`config.mk`:
```
export PLATFORM = sky130hd
export DESIGN_NAME = hazard_ctrl
export DESIGN_NICKNAME = d
export VERILOG_FILES = /design/src/rtl/hazard_ctrl.sv
export SDC_FILE = /design/constraint.sdc
export NUM_CORES = 1
export LEC_CHECK = 0
export ABC_CLOCK_PERIOD_IN_PS = 2100
export CAP_MARGIN = 20
export CORE_MARGIN = 2
export CORE_UTILIZATION = 30
export CTS_BUF_LIST = sky130_fd_sc_hd__clkbuf_8
export CTS_CLUSTER_DIAMETER = 200
export DETAILED_ROUTE_END_ITERATION = 8
export GPL_TIMING_DRIVEN = 0
export PLACE_DENSITY_LB_ADDON = 0.25
export SYNTH_ARGS = -nofsm -noshare
export SYNTH_HDL_FRONTEND = slang
export SYNTH_SLANG_ARGS = --single-unit
```
`constraint.sdc`:
```
create_clock -name clk -period 2.1 [get_ports clk]
set_input_delay 0.42 -clock clk [delete_from_list [all_inputs] [get_ports clk]]
set_output_delay 0.42 -clock clk [all_outputs]
set_load 0.03 [all_outputs]
```
`src/rtl/hazard_ctrl.sv`:
```
// Pipeline hazard controller: freeze / redirect / load-use resolution plus a
// small interrupt-entry FSM that drains the front end before vectoring.
module hazard_ctrl (
    input  logic        clk,
    input  logic        rst_n,
    input  logic [4:0]  id_rs1,
    input  logic [4:0]  id_rs2,
    input  logic [4:0]  ex_rd,
    input  logic        ex_mem_read,
    input  logic        branch_taken,
    input  logic        reti,
    input  logic        mem_busy,
    input  logic        interrupt_req,
    input  logic        interrupt_mask,
    output logic        pc_stall,
    output logic        if_id_stall,
    output logic        id_ex_stall,
    output logic        ex_mem_stall,
    output logic        if_id_flush,
    output logic        id_ex_flush,
    output logic        pc_sel_vector,
    output logic        int_ack,
    output logic        int_active,
    output logic [15:0] stall_cycles
);

    typedef enum logic [1:0] {
        RUN    = 2'd0,
        DRAIN  = 2'd1,
        VECTOR = 2'd2,
        ISR    = 2'd3
    } state_e;

    state_e      state_q, state_d;
    logic        drain_cnt_q, drain_cnt_d;
    logic [15:0] stall_cycles_q, stall_cycles_d;

    logic redirect;
    logic load_use;
    logic irq_take;
    logic stall_inc;

    always_comb begin
        redirect  = branch_taken | reti;
        load_use  = ex_mem_read && (ex_rd != 5'd0) &&
                    ((ex_rd == id_rs1) || (ex_rd == id_rs2));
        irq_take  = interrupt_req && !interrupt_mask && !mem_busy && !redirect;
        stall_inc = mem_busy || (load_use && !redirect);
    end

    always_ff @(posedge clk or negedge rst_n) begin
        if (!rst_n) begin
            state_q        <= RUN;
            drain_cnt_q    <= 1'b0;
            stall_cycles_q <= 16'd0;
        end else begin
            state_q        <= state_d;
            drain_cnt_q    <= drain_cnt_d;
            stall_cycles_q <= stall_cycles_d;
        end
    end

    // The drain counter advances even while frozen, so busy cycles overlap the
    // two-cycle minimum rather than adding to it.
    always_comb begin
        state_d     = state_q;
        drain_cnt_d = drain_cnt_q;
        case (state_q)
            RUN: begin
                if (irq_take) begin
                    state_d     = DRAIN;
                    drain_cnt_d = 1'b0;
                end
            end
            DRAIN: begin
                drain_cnt_d = 1'b1;
                if (drain_cnt_q && !mem_busy) begin
                    state_d = VECTOR;
                end
            end
            VECTOR: begin
                state_d     = ISR;
                drain_cnt_d = 1'b0;
            end
            ISR: begin
                if (reti && !mem_busy) begin
                    state_d = RUN;
                end
            end
            default: begin
                state_d     = RUN;
                drain_cnt_d = 1'b0;
            end
        endcase
    end

    always_comb begin
        stall_cycles_d = stall_cycles_q;
        if (stall_inc && (stall_cycles_q != 16'hFFFF)) begin
            stall_cycles_d = stall_cycles_q + 16'd1;
        end
    end

    always_comb begin
        pc_stall      = 1'b0;
        if_id_stall   = 1'b0;
        id_ex_stall   = 1'b0;
        ex_mem_stall  = 1'b0;
        if_id_flush   = 1'b0;
        id_ex_flush   = 1'b0;
        pc_sel_vector = 1'b0;
        int_ack       = 1'b0;
        int_active    = 1'b0;

        if (mem_busy) begin
            pc_stall     = 1'b1;
            if_id_stall  = 1'b1;
            id_ex_stall  = 1'b1;
            ex_mem_stall = 1'b1;
        end else if (redirect) begin
            if_id_flush  = 1'b1;
            id_ex_flush  = 1'b1;
        end else if (load_use) begin
            pc_stall     = 1'b1;
            if_id_stall  = 1'b1;
            id_ex_flush  = 1'b1;
        end

        // State overlays; IF/ID stall is dropped wherever IF/ID is flushed.
        case (state_q)
            DRAIN: begin
                if (!mem_busy) begin
                    pc_stall    = 1'b1;
                    if_id_stall = 1'b0;
                    if_id_flush = 1'b1;
                end
            end
            VECTOR: begin
                pc_stall      = 1'b0;
                if_id_stall   = 1'b0;
                if_id_flush   = 1'b1;
                pc_sel_vector = 1'b1;
                int_ack       = 1'b1;
            end
            ISR: begin
                int_active = 1'b1;
            end
            default: begin
            end
        endcase
    end

    assign stall_cycles = stall_cycles_q;

endmodule

```
==> qor.yml <==
r2r-end: "stall_cycles[1]"
r2r-start: "stall_cycles[8]"
grt_overflow_total: 0
hold_violations: 0
fin_nets: 211
hold_ws_ns: 0.497
max_clock_freq_ghz: 0.461
die_area_sq_um: 4680
synth-compound-area-share_pct: 6.83
grtUsageMet3_pct: 3.78
routabilityCongestion: 0.798
min_from: "stall_cycles[14]"
maxCapViolCount: 0
min_path_type: "register to register"
start_util_pct: 31.1
crit_type: "input port to primary output"
clock_skew_ns: 0.00165
grtUsageMet1_pct: 17.8
path_clk_slew_ns: 0.07
maxSlewHeadroom_pct: 43.5
final_max_slew_viol_count: 0
io-pin-count: 48
synthCells: 128
synth_xor_area_share_pct: 17.6
rsz0062_at_grt: "yes"
use_met2_pct: 23.8
yosys.area_share.simple_pct: 22.6
setup_violations: 2
min_period_over_period_pct: 103
clock_sinks: 19
failed_checks: "setup timing"
dpl.hpwl_microns: 2270
clk_latency_ns: 0.25
drt-initial-drc-count: 10
power_density_nw_per_um2: 1190
placed_area_sq_um: 1780
port_buffers: 47
vias: 1069
syn_avg_cell_area_sq_um: 9.73
grt_pass1_wl_microns: 4990
num_rows: 23
totalWireLength_microns: 2980
die_w_microns: 68.4
hold_buffers: 0
drt_first_pass_iters: 2
grt_pass1_vias: 1065
ys.warnings.count: 0
drc: 0
synth_top_family_by_area: "simple AND/OR/NAND/NOR gates"
synth_cell_types: 32
dieHeight_microns: 68.4
drive_above_1_share_pct: 23.2
end_kind: "primary output"
synth_nets: 157
cts_max_level: 1
crit_arrival_ns: 1.75
antenna_found_initial: 0
top_usage_layer: "met2"
min_to: "stall_cycles[14]"
cts_tree: "built"
ys_seq_elements: 19
p_leak_nw: 0.813
routedWlPerCell_microns: 12.9
ant_nets: 0
fillCellCount: 390
synth_fa_ha_area_share_pct: 6.03
peakVddDrop_mv: 0.711
core_area_sq_um: 4000
final_cell_area_sq_um: 1880
ctsRootBufferMaster: "clkbuf_8"
r2r_setup_slack_ns: 0.20
antennaDiodeCount: 0
min_period_ns: 2.17
r2r_cells: 6
whs_path_depth: 1
status: "complete, but fails checks"
cts_made_buffers: 3
mappedNetlistArea_sq_um: 1240
startpoint_type: "input port"
tightest_slew_ns: 0.845
grt_start_max_net_pins: 20
syn_to_final_growth_pct: 51.0
critPathRequiredTime_ns: 1.68
vias_per_cell: 4.63
seq_area_frac_synth_pct: 38.2
synthMuxAreaShare_pct: 3.02
layout_setup_ws_ns: -0.0715
crit_path_max_fanout: 2
grt_usage_pct: 14.2
clock_path_buffers: 2
==> critical path, cell delays in order <==
cell,delay (ns)
buf_8,0.10
or4_4,0.55
o21ai_4,0.17
nor3_4,0.07
a21oi_4,0.14
buf_6,0.12
a21oi_2,0.04
buf_6,0.14
==> cell type report <==
| cell class | instances | area [sq um] | share of cell area, % |
|---|---|---|---|
| buffer | 5 | 45.0 | 2.40 |
| clock buffer | 3 | 41.3 | 2.20 |
| clock inverter | 1 | 3.75 | 0.200 |
| inverter | 6 | 22.5 | 1.20 |
| multi-input combinational | 97 | 767 | 40.8 |
| sequential | 19 | 475 | 25.3 |
| tap | 50 | 62.6 | 3.33 |
| timing repair buffer | 50 | 462 | 24.6 |
==> placed cells by master, fill, tap and decap left out, types with 3 or more instances in the layout <==
master	netlist	routed
nand2_1	11	11
nor2_1	7	6
o21ai_0	4	4
buf_4	3	9
ha_1	6	5
inv_1	6	5
dlygate4sd2_1	0	13
clkbuf_8	0	3
xnor2_1	11	11
buf_6	2	4
xor2_1	14	14
nor3_1	11	9
dfrtp_1	19	19
clkdlybuf4s50_1	0	25
nand3_1	7	7
==> cells in the mapped netlist <==
library cell  instances  share of area, %
a21oi_1               3               1.2
a21oi_4               1               1.3
a31oi_1               1              0.50
and3_1                2               1.0
and3_4                2               1.8
and4bb_2              2               2.0
buf_4                 3               1.8
buf_6                 2               1.8
clkbuf_1              1              0.30
dfrtp_1              19                38
ha_1                  6               6.0
inv_1                 6               1.8
mux2_2                2               1.8
mux2_4                1               1.2
nand2_1              11               3.3
nand2b_1              1              0.50
nand3_1               7               2.8
nor2_1                7               2.1
nor3_1               11               4.4
nor3b_2               1               1.0
nor4_1                2               1.0
nor4_2                1               1.0
o21ai_0               4               1.6
o21ai_1               1              0.40
o221ai_1              1              0.70
o22ai_1               1              0.50
o31ai_1               1              0.60
or2_2                 1              0.50
or3_1                 1              0.50
or4_1                 1              0.60
xnor2_1              11               7.7
xor2_1               14               9.8
==> cells by family (layout without fill, tap and decap cells) <==
group | after synthesis | count (layout)
fa+ha+maj | 6 | 6
compound gates | 13 | 13
mux | 3 | 3
xor+xnor | 25 | 25
simple gates | 50 | 50
flops | 19 | 19
buf+inv | 12 | 65
==> how the worst max path moves through the flow <==
stage                   from       end  slack [ns]  cells after the start
CTS                 ex_rd[4]  pc_stall       -0.09                      8
global placement    ex_rd[1]  pc_stall       -1.19                      8
floorplan           ex_rd[1]  pc_stall       -0.05                      6
global route        ex_rd[4]  pc_stall       -0.13                      8
detailed placement  ex_rd[1]  pc_stall       -1.19                      8
finish              ex_rd[4]  pc_stall       -0.07                      8
==> metrics by stage <==
stage               util (%)  total power, mW  setup TNS (ns)  cells  worst slack [ns]
floorplan                  -             1.45         -0.0501    128           -0.0501
global placement        44.6             1.94          -10.04    225             -1.19
detailed placement      44.6             1.96          -10.09    225             -1.19
CTS                     46.9             2.26          -0.111    232           -0.0931
global route            47.0             2.40          -0.275    231            -0.132
finish                  47.0             2.24         -0.0896    231           -0.0715
==> what timing repair did <==
action | CTS | global route
buffers inserted | 3 | 0
endpoints found under the setup margin | 24 | 19
gates resized for setup | 69 | 7
pin swaps | 20 | 9
==> routing by layer <==
layer / part of all wire, % / routed length (microns) / vias up
li1: - / - / 544
met1: 43 / 1280 / 503
met2: 52 / 1560 / 16
met3: 3.0 / 90 / 6
met4: 1.5 / 44 / 0
met5: 0 / 0 / -
==> sequential cells by signal (all words and copies together) (netlist names) <==
register      count
stall_cycles     16
state_q           2
drain_cnt_q       1
==> power by group <==
group / internal (mW) / leakage, nW / total [mW] / switching (mW)
Combinational: 0.595 / 0.558 / 1.36 / 0.764
Clock: 0.130 / 0.0269 / 0.249 / 0.119
Sequential: 0.499 / 0.228 / 0.636 / 0.137
Total: 1.22 / 0.813 / 2.24 / 1.02
Note: power is estimated with default switching activity, not from simulation.
